<file path="src/rtl/rst_seq_pkg.sv">
// Shared constants for the reset sequencer: FSM state encoding, event counter
// width and the counter-width helper.
package rst_seq_pkg;

    localparam logic [1:0] ST_ASSERT = 2'd0;
    localparam logic [1:0] ST_HOLD   = 2'd1;
    localparam logic [1:0] ST_RUN    = 2'd2;

    localparam int RST_EVT_W = 8;

    // Width of a down/up counter that must hold values 0..n-1, never below 1.
    function automatic int cnt_w(input int n);
        return (n <= 1) ? 1 : $clog2(n);
    endfunction

endpackage

</file>
<file path="src/rtl/rst_sync_chain.sv">
// Deassertion synchronizer for the raw reset: asynchronously set, releases
// through SYNC_STAGES flops by shifting in zeros.
module rst_sync_chain #(
    parameter int SYNC_STAGES = 2
) (
    input  logic clk,
    input  logic reset,
    output logic sync_rst
);

    logic [SYNC_STAGES-1:0] chain;

    always_ff @(posedge clk or posedge reset) begin
        if (reset) begin
            chain <= '1;
        end else begin
            chain <= {chain[SYNC_STAGES-2:0], 1'b0};
        end
    end

    assign sync_rst = chain[SYNC_STAGES-1];

endmodule

</file>
<file path="src/rtl/rst_seq_gen.sv">
// Reset sequencer: async assert, synchronous release after a programmable hold,
// filtered soft-reset request. Optional event counter under RST_SEQ_CNT_EN.
module rst_seq_gen
    import rst_seq_pkg::*;
#(
    parameter int SYNC_STAGES = 2,
    parameter int HOLD_CYCLES = 16,
    parameter int REQ_FILTER  = 4
) (
    input  logic                 clk,
    input  logic                 reset,
    input  logic                 ext_req,
    output logic                 rst_out,
    output logic                 ready,
`ifdef RST_SEQ_CNT_EN
    output logic [RST_EVT_W-1:0] rst_events,
`endif
    output logic [1:0]           state_dbg
);

    localparam int HW = cnt_w(HOLD_CYCLES);
    localparam int FW = cnt_w(REQ_FILTER);
    localparam logic [HW-1:0] HOLD_LOAD = HW'(HOLD_CYCLES - 1);
    localparam logic [FW-1:0] FILT_LAST = FW'(REQ_FILTER - 1);

    logic          sync_rst;
    logic [1:0]    state, state_nxt;
    logic [HW-1:0] hold_cnt, hold_nxt;
    logic [FW-1:0] filt_cnt, filt_nxt;

    rst_sync_chain #(.SYNC_STAGES(SYNC_STAGES)) u_sync (
        .clk      (clk),
        .reset    (reset),
        .sync_rst (sync_rst)
    );

    always_comb begin
        state_nxt = state;
        hold_nxt  = hold_cnt;
        filt_nxt  = filt_cnt;
        case (state)
            ST_ASSERT: begin
                filt_nxt = '0;
                if (!sync_rst) begin
                    state_nxt = ST_HOLD;
                    hold_nxt  = HOLD_LOAD;
                end
            end
            ST_HOLD: begin
                // A request during hold extends it rather than letting it expire.
                if (ext_req) begin
                    hold_nxt = HOLD_LOAD;
                end else if (hold_cnt == '0) begin
                    state_nxt = ST_RUN;
                end else begin
                    hold_nxt = hold_cnt - 1'b1;
                end
            end
            ST_RUN: begin
                if (!ext_req) begin
                    filt_nxt = '0;
                end else if (filt_cnt == FILT_LAST) begin
                    state_nxt = ST_HOLD;
                    hold_nxt  = HOLD_LOAD;
                    filt_nxt  = '0;
                end else begin
                    filt_nxt = filt_cnt + 1'b1;
                end
            end
            default: begin
                state_nxt = ST_ASSERT;
                hold_nxt  = '0;
                filt_nxt  = '0;
            end
        endcase
    end

    always_ff @(posedge clk or posedge reset) begin
        if (reset) begin
            state    <= ST_ASSERT;
            hold_cnt <= '0;
            filt_cnt <= '0;
            rst_out  <= 1'b1;
            ready    <= 1'b0;
        end else begin
            state    <= state_nxt;
            hold_cnt <= hold_nxt;
            filt_cnt <= filt_nxt;
            rst_out  <= (state_nxt != ST_RUN);
            ready    <= (state_nxt == ST_RUN);
        end
    end

    assign state_dbg = state;

`ifdef RST_SEQ_CNT_EN
    logic [RST_EVT_W-1:0] evt_cnt;

    always_ff @(posedge clk or posedge reset) begin
        if (reset) begin
            evt_cnt <= '0;
        end else if (state == ST_RUN && state_nxt == ST_HOLD && evt_cnt != '1) begin
            evt_cnt <= evt_cnt + 1'b1;
        end
    end

    assign rst_events = evt_cnt;
`endif

endmodule

</file>
<file path="config.mk">
export PLATFORM = sky130hd
export DESIGN_NAME = rst_seq_gen
export DESIGN_NICKNAME = d
export VERILOG_FILES = /design/src/rtl/rst_seq_pkg.sv /design/src/rtl/rst_sync_chain.sv /design/src/rtl/rst_seq_gen.sv
export SDC_FILE = /design/constraint.sdc
export NUM_CORES = 1
export LEC_CHECK = 0
export ABC_AREA = 1
export CORE_AREA = 2 2 39 41
export CTS_BUF_LIST = sky130_fd_sc_hd__clkbuf_4 sky130_fd_sc_hd__clkbuf_8
export DETAILED_ROUTE_END_ITERATION = 16
export DIE_AREA = 0 0 41 43
export PLACE_DENSITY = 0.7
export SYNTH_ARGS = -nofsm -noshare
export SYNTH_HDL_FRONTEND = slang
export SYNTH_HIERARCHICAL = 1
export SYNTH_SLANG_ARGS = --single-unit
export TNS_END_PERCENT = 30
</file>
<file path="constraint.sdc">
create_clock -name clk -period 1.5 [get_ports clk]
set_input_delay 0.225 -clock clk [delete_from_list [all_inputs] [get_ports clk]]
set_output_delay 0.225 -clock clk [all_outputs]
set_load 0.1 [all_outputs]
</file>
==> results of run 1 <==
## power by group
| part | internal [µW] | switching [µW] | total, µW | leakage (µW) |
|---|---|---|---|---|
| Combinational | 118 | 208 | 327 | 0.000225 |
| Sequential | 387 | 67.3 | 454 | 0.000134 |
| Clock | 148 | 105 | 252 | 0.0000210 |
## metal layers
layer / up-vias / global-route usage / wire, µm
met3: 2 / 0.0942 / 44
met4: 0 / 0.0800 / 15
li1: 247 / - / -
met5: - / 0 / 0
met1: 213 / 0.181 / 465
met2: 9 / 0.222 / 513
## stage by stage
step | worst slack [ps] | std cells
floorplan | 131 | 73
global placement | 133 | 95
detailed placement | 105 | 95
CTS | 106 | 99
global route | 44.0 | 99
finish | 178 | 99
## path summary, 6_finish.rpt
path                                  from              end  slack (ps)  cells after the start
min in group clk           u_sync/chain[0]  u_sync/chain[1]         360                      0
min reg2reg                u_sync/chain[0]  u_sync/chain[1]         360                      0
max in group asynchronous            reset          rst_out         930                      2
max                            hold_cnt[0]      hold_cnt[3]         180                      8
max reg2reg                    hold_cnt[0]      hold_cnt[3]         180                      8
min                                  reset      filt_cnt[0]         260                      2
## kinds of logic after synthesis
group,after synthesis
DFF,12
AOI/OAI and AO/OA,12
buffers and inverters,15
and+or+nand+nor,31
adders and majority gates,2
other,1
## state kept, by name (all words and copies together) (netlist names)
| name | count |
|---|---|
| hold_cnt | 4 |
| filt_cnt | 2 |
| state_dbg | 2 |
| u_sync/chain | 2 |
| ready | 1 |
| rst_out | 1 |
## worst reg2reg max path, stage by stage (launching register included)
cell and delay (ps):
dfrtp_1 380, inv_1 100, ha_1 160, inv_1 50, nor2_2 140, nand3_2 120
nand3_2 160, nand2_1 60, o21ai_1 80
## layout make-up
cell class	instances	area [µm²]	share of cell area
well taps	16	20.0	0.0264
inverters	15	56.3	0.0744
flip-flops and latches	12	307	0.405
clock buffers	4	36.3	0.0479
repair buffers	6	100	0.132
multi-input cells	46	238	0.314
## cell usage in the layout, fill, tap and decap left out, drive strengths merged
| master | count |
|---|---|
| buf | 4 |
| clkdlybuf4s50 | 2 |
| nand3 | 5 |
| clkbuf | 4 |
| conb | 1 |
| ha | 2 |
| o31ai | 1 |
| a21oi | 2 |
| nor2 | 7 |
| o21ai | 7 |
| inv | 15 |
| nand2 | 19 |
| dfrtp | 9 |
| dfstp | 3 |
| a32o | 1 |
| a22o | 1 |
==> metrics.cfg, run 1 <==
[drt]
first_pass_iters=4
routed_via_density=4.76
post_drt_wl_per_cell_um=10.5
final_antenna_net_count=0
num_vias=471
drc_errors=0
drtIter0Drc=6
wirelength_um=1040

[clock_tree]
clk_latency_ps=270
clock_sinks=12
cts_tree=built
cts.htree.levels=1
cts_root_buf=clkbuf_4
cts_setup_buffers=0
postCtsHoldBufs=0
cts_buffers=3
cts.path.max_buffers=2
cts_resized=0
clk_pin_slew_ps=70

[place]
place_congestion=0.712
portBuffers=6
dpl_cell_area_um2=718
dp_hpwl_um=827

[yosys]
synth_mux_area_frac=0
synth.net_count=78
synth_ff_type=dfrtp_1
synth-xor-area-share=0
ys_top_cells_by_area=dfrtp_1 38%, dfstp_2 13%, nand2_1 12%, inv_1 8.2%, ha_1 4.2%
synth_area_leader_cell=dfrtp_1
ys_types=17
async_flop_share=1.00
yosys_warnings=6
synth.most_common_cell=nand2_1
yosys.area_share.simple=0.227
synth_top_area_frac=0.378
synth_edf_count=0
ys_seq_area_frac=0.511
syn_area_um2=596
synth_top_family_by_area=simple AND/OR/NAND/NOR gates
synth_seq_cells=12
syn_avg_cell_area_um2=8.16
synthCells=73
synth_top_cells_by_count=19 x nand2_1, 13 x inv_1, 9 x dfrtp_1, 6 x nor2_1, 4 x o21ai_0
synth_compound_area_frac=0.120
synthAdderAreaFrac=0.0420

[sta]
finalSetupViolCount=0
fin_crit_ps=1320
period_share=0.882
rsz0062_at_grt=no
fin_setup_tns_ps=0
hold_viol=0
fin_skew_ps=5.42
report.final.slew_viol_count=0
fmax_mhz=756
fin_hold_ws_ps=261

[worst_setup_path]
cp-start-kind=flip-flop
critPathBufInv=2
path_cells=inv_1 > ha_1 > inv_1 > nor2_2 > nand3_2 > nand3_2 > nand2_1 > o21ai_1
cp_max_fo=8
setup.worst_path.class=flip-flop to flip-flop
endpoint_kind=flip-flop
worstPathArrival_ps=1520
max_stage_delay_ps=380
crit_family=simple AND/OR/NAND/NOR gates
worstPathRequired_ps=1690
critPathSlowestCell=dfrtp_1

[global_route]
track_usage=0.158
overflow=0
grt_max_degree=11
grt_pass1_vias=459
grt_pass1_wl_um=1790
antenna_found_initial=0

[run]
maxCapViolCount=0

[pwr]
power_uw=1030
power_leakage_uw=0.000380
vdd_drop_max_mv=0.734
p_per_area_nw_per_um2=1370

[die]
io_pins=7
rows=14
coreArea_um2=1380
fp.dieW_um=41
die_area_um2=1760
die_y_um=43
initial_utilization=0.430

[cells_and_area]
fin_nets=89
fin_util=0.547
drive_gt1_frac=0.229
nFillCells=122
area.growth.synth_to_final_pct=27.1
finish.instance_area_um2=757
diodes=0

[outcome]
status=finished clean

[hold_path]
hold_class=primary input to async pin

No activity file was read; power rests on OpenSTA's default activity.
==> inputs of run 2 (changes only) <==
--- a/config.mk
+++ b/config.mk
@@ -10,9 +10,8 @@
 export CTS_BUF_LIST = sky130_fd_sc_hd__clkbuf_4 sky130_fd_sc_hd__clkbuf_8
 export DETAILED_ROUTE_END_ITERATION = 16
 export DIE_AREA = 0 0 41 43
-export PLACE_DENSITY = 0.7
+export PLACE_DENSITY = 0.69
 export SYNTH_ARGS = -nofsm -noshare
 export SYNTH_HDL_FRONTEND = slang
-export SYNTH_HIERARCHICAL = 1
 export SYNTH_SLANG_ARGS = --single-unit
 export TNS_END_PERCENT = 30
==> run 2 against run 1 <==
Effect of this change: design area is 1.5% lower; clock-buffer cell count stayed put; highest routed layer unchanged; synthesized area is 2.1% lower; critical path depth stayed put; global-route usage is 0.55 points lower; clock power is 12% lower; sequential cell count stayed put; sequential power is 25% lower; first-iteration DRC count is 50% higher; total power is 42% lower; combinational power is 89% lower; largest cell class unchanged; synthesized cell count stayed put.
==> metrics.cfg, run 2 <==
[drt]
routed_via_density=4.75  ; was 4.76
drc_errors=0  ; unchanged
num_vias=475  ; was 471
final_antenna_net_count=0  ; unchanged
wirelength_um=984  ; was 1040 µm
first_pass_iters=4  ; unchanged
post_drt_wl_per_cell_um=9.84  ; was 10.5 µm
drtIter0Drc=9  ; was 6

[global_route]
grt_max_degree=13  ; was 11
track_usage=0.152  ; was 0.158
overflow=0  ; unchanged
antenna_found_initial=0  ; unchanged
grt_pass1_wl_um=1790  ; unchanged
grt_pass1_vias=449  ; was 459

[yosys]
synth_top_area_frac=0.386  ; was 0.378
synth_ff_type=dfrtp_1  ; unchanged
syn_area_um2=583  ; was 596 µm²
ys_seq_area_frac=0.521  ; was 0.511
async_flop_share=1.00  ; unchanged
synthCells=73  ; unchanged
synth_top_cells_by_count=21 x nand2_1, 12 x inv_1, 9 x dfrtp_1, 7 x nand3_1, 6 x nor2_1  ; was 19 x nand2_1, 13 x inv_1, 9 x dfrtp_1, 6 x nor2_1, 4 x o21ai_0
synthAdderAreaFrac=0.0429  ; was 0.0420
syn_avg_cell_area_um2=7.99  ; was 8.16 µm²
synth.most_common_cell=nand2_1  ; unchanged
yosys_warnings=0  ; was 6
ys_types=15  ; was 17
synth_area_leader_cell=dfrtp_1  ; unchanged
synth_edf_count=0  ; unchanged
synth.net_count=78  ; unchanged
yosys.area_share.simple=0.251  ; was 0.227
synth_compound_area_frac=0.0944  ; was 0.120
synth_seq_cells=12  ; unchanged
synth_top_family_by_area=simple AND/OR/NAND/NOR gates  ; unchanged
ys_top_cells_by_area=dfrtp_1 39%, dfstp_2 14%, nand2_1 14%, inv_1 7.7%, nand3_1 6.0%  ; was dfrtp_1 38%, dfstp_2 13%, nand2_1 12%, inv_1 8.2%, ha_1 4.2%
synth_mux_area_frac=0  ; unchanged
synth-xor-area-share=0  ; unchanged

[clock_tree]
cts.path.max_buffers=2  ; unchanged
cts_resized=0  ; unchanged
clk_latency_ps=270  ; about the same
cts.htree.levels=1  ; unchanged
clock_sinks=12  ; unchanged
cts_root_buf=clkbuf_4  ; unchanged
clk_pin_slew_ps=80  ; was 70 ps
postCtsHoldBufs=0  ; unchanged
cts_tree=built  ; unchanged
cts_buffers=3  ; unchanged
cts_setup_buffers=0  ; unchanged

[place]
dp_slack_ps=0.646  ; was 105 ps
place_congestion=0.827  ; was 0.712
portBuffers=6  ; unchanged
dp_hpwl_um=747  ; was 827 µm

[worst_setup_path]
endpoint_kind=flip-flop  ; unchanged
worstPathRequired_ps=1700  ; was 1690 ps
cp_max_fo=7  ; was 8
worstPathArrival_ps=1520  ; about the same
cp-start-kind=flip-flop  ; unchanged
setup.worst_path.class=flip-flop to flip-flop  ; unchanged

[sta]
hold_viol=0  ; unchanged
fin_skew_ps=8.48  ; was 5.42 ps
setup_ws_ps=175  ; was 178 ps
finalSetupViolCount=0  ; unchanged
fmax_mhz=755  ; was 756 MHz
fin_hold_ws_ps=259  ; was 261 ps
rsz0062_at_grt=no  ; unchanged
report.final.slew_viol_count=0  ; unchanged
fin_setup_tns_ps=0  ; unchanged
fin_crit_ps=1320  ; about the same
period_share=0.883  ; was 0.882

[die]
initial_utilization=0.421  ; was 0.430
die_area_um2=1760  ; unchanged
coreArea_um2=1380  ; unchanged
fp.dieW_um=41  ; unchanged
die_y_um=43  ; unchanged
rows=14  ; unchanged
io_pins=7  ; unchanged

[pwr]
p_per_area_nw_per_um2=804  ; was 1370 nW/µm²
vdd_drop_max_mv=0.535  ; was 0.734 mV
power_leakage_uw=0.000404  ; was 0.000380 µW

[cells_and_area]
final_common_cell=nand2_1  ; unchanged
area.growth.synth_to_final_pct=27.9  ; was 27.1%
largest_reg_flops=4  ; unchanged
fin_nets=90  ; was 89
nFillCells=134  ; was 122
drive_gt1_frac=0.190  ; was 0.229
register_area_um2=307  ; unchanged
multi_input_area_um2=233  ; was 238 µm²
fin_util=0.539  ; was 0.547
diodes=0  ; unchanged
final_cell_mix=21 x nand2_1, 12 x inv_1, 7 x nand3_1, 7 x dfrtp_1, 5 x nor2_1  ; was 19 x nand2_1, 13 x inv_1, 7 x dfrtp_1
top_register=hold_cnt  ; unchanged

[outcome]
status=finished clean  ; unchanged

[hold_path]
hold_class=primary input to async pin  ; unchanged

[run]
maxCapViolCount=0  ; unchanged

run 2: metal layers:
layer | vias up | global-route usage | wire (µm)
met2 | 7 | 0.213 | 470
met4 | 0 | 0.0800 | 12
met1 | 214 | 0.200 | 458
li1 | 252 | - | -
met5 | - | 0 | 0
met3 | 2 | 0.0524 | 42
run 2: cell families after synthesis:
| family | after synthesis |
|---|---|
| AOI/OAI and AO/OA | 10 |
| buffers and inverters | 13 |
| DFF | 12 |
| and+or+nand+nor | 35 |
| adders and majority gates | 2 |
| other | 1 |
run 2: through the flow:
stage               total power, µW  instance area [µm²]  std cells
finish                          599                  746        100
global route                    633                  746        100
CTS                             607                  743        100
detailed placement              383                  713         96
global placement                382                  713         96
floorplan                       371                  586         73
run 2: power by group:
part / leakage, µW / internal [µW] / total, µW / switching (µW)
Clock: 0.0000184 / 121 / 223 / 102
Combinational: 0.000252 / 13.7 / 36.5 / 22.8
Sequential: 0.000133 / 335 / 340 / 5.49
Total: 0.000404 / 469 / 599 / 130
run 2: final cells by class:
| class | instances | share of cell area |
|---|---|---|
| Multi-Input combinational cell | 48 | 0.312 |
| Timing Repair Buffer | 7 | 0.144 |
| Tap cell | 16 | 0.0268 |
| Sequential cell | 12 | 0.411 |
| Clock buffer | 4 | 0.0403 |
| Inverter | 13 | 0.0654 |
run 2: worst max-delay path, stage by stage, from the launching register on:
cell and delay, ps:
dfrtp_1 380, inv_1 110, ha_1 180, nand2_1 80
nor2_2 110, nand2_1 90, nand3_2 150, nand2_1 60
o21ai_1 80
run 2: worst paths after layout:
check | from | to | slack (ps) | cells after the start
max reg2reg | hold_cnt[0] | hold_cnt[3] | 180 | 8
max | hold_cnt[0] | hold_cnt[3] | 180 | 8
min | reset | filt_cnt[1] | 260 | 2
min in group clk | u_sync.chain[0] | u_sync.chain[1] | 360 | 0
max in group asynchronous | reset | state_dbg[1] | 890 | 2
min reg2reg | u_sync.chain[0] | u_sync.chain[1] | 360 | 0
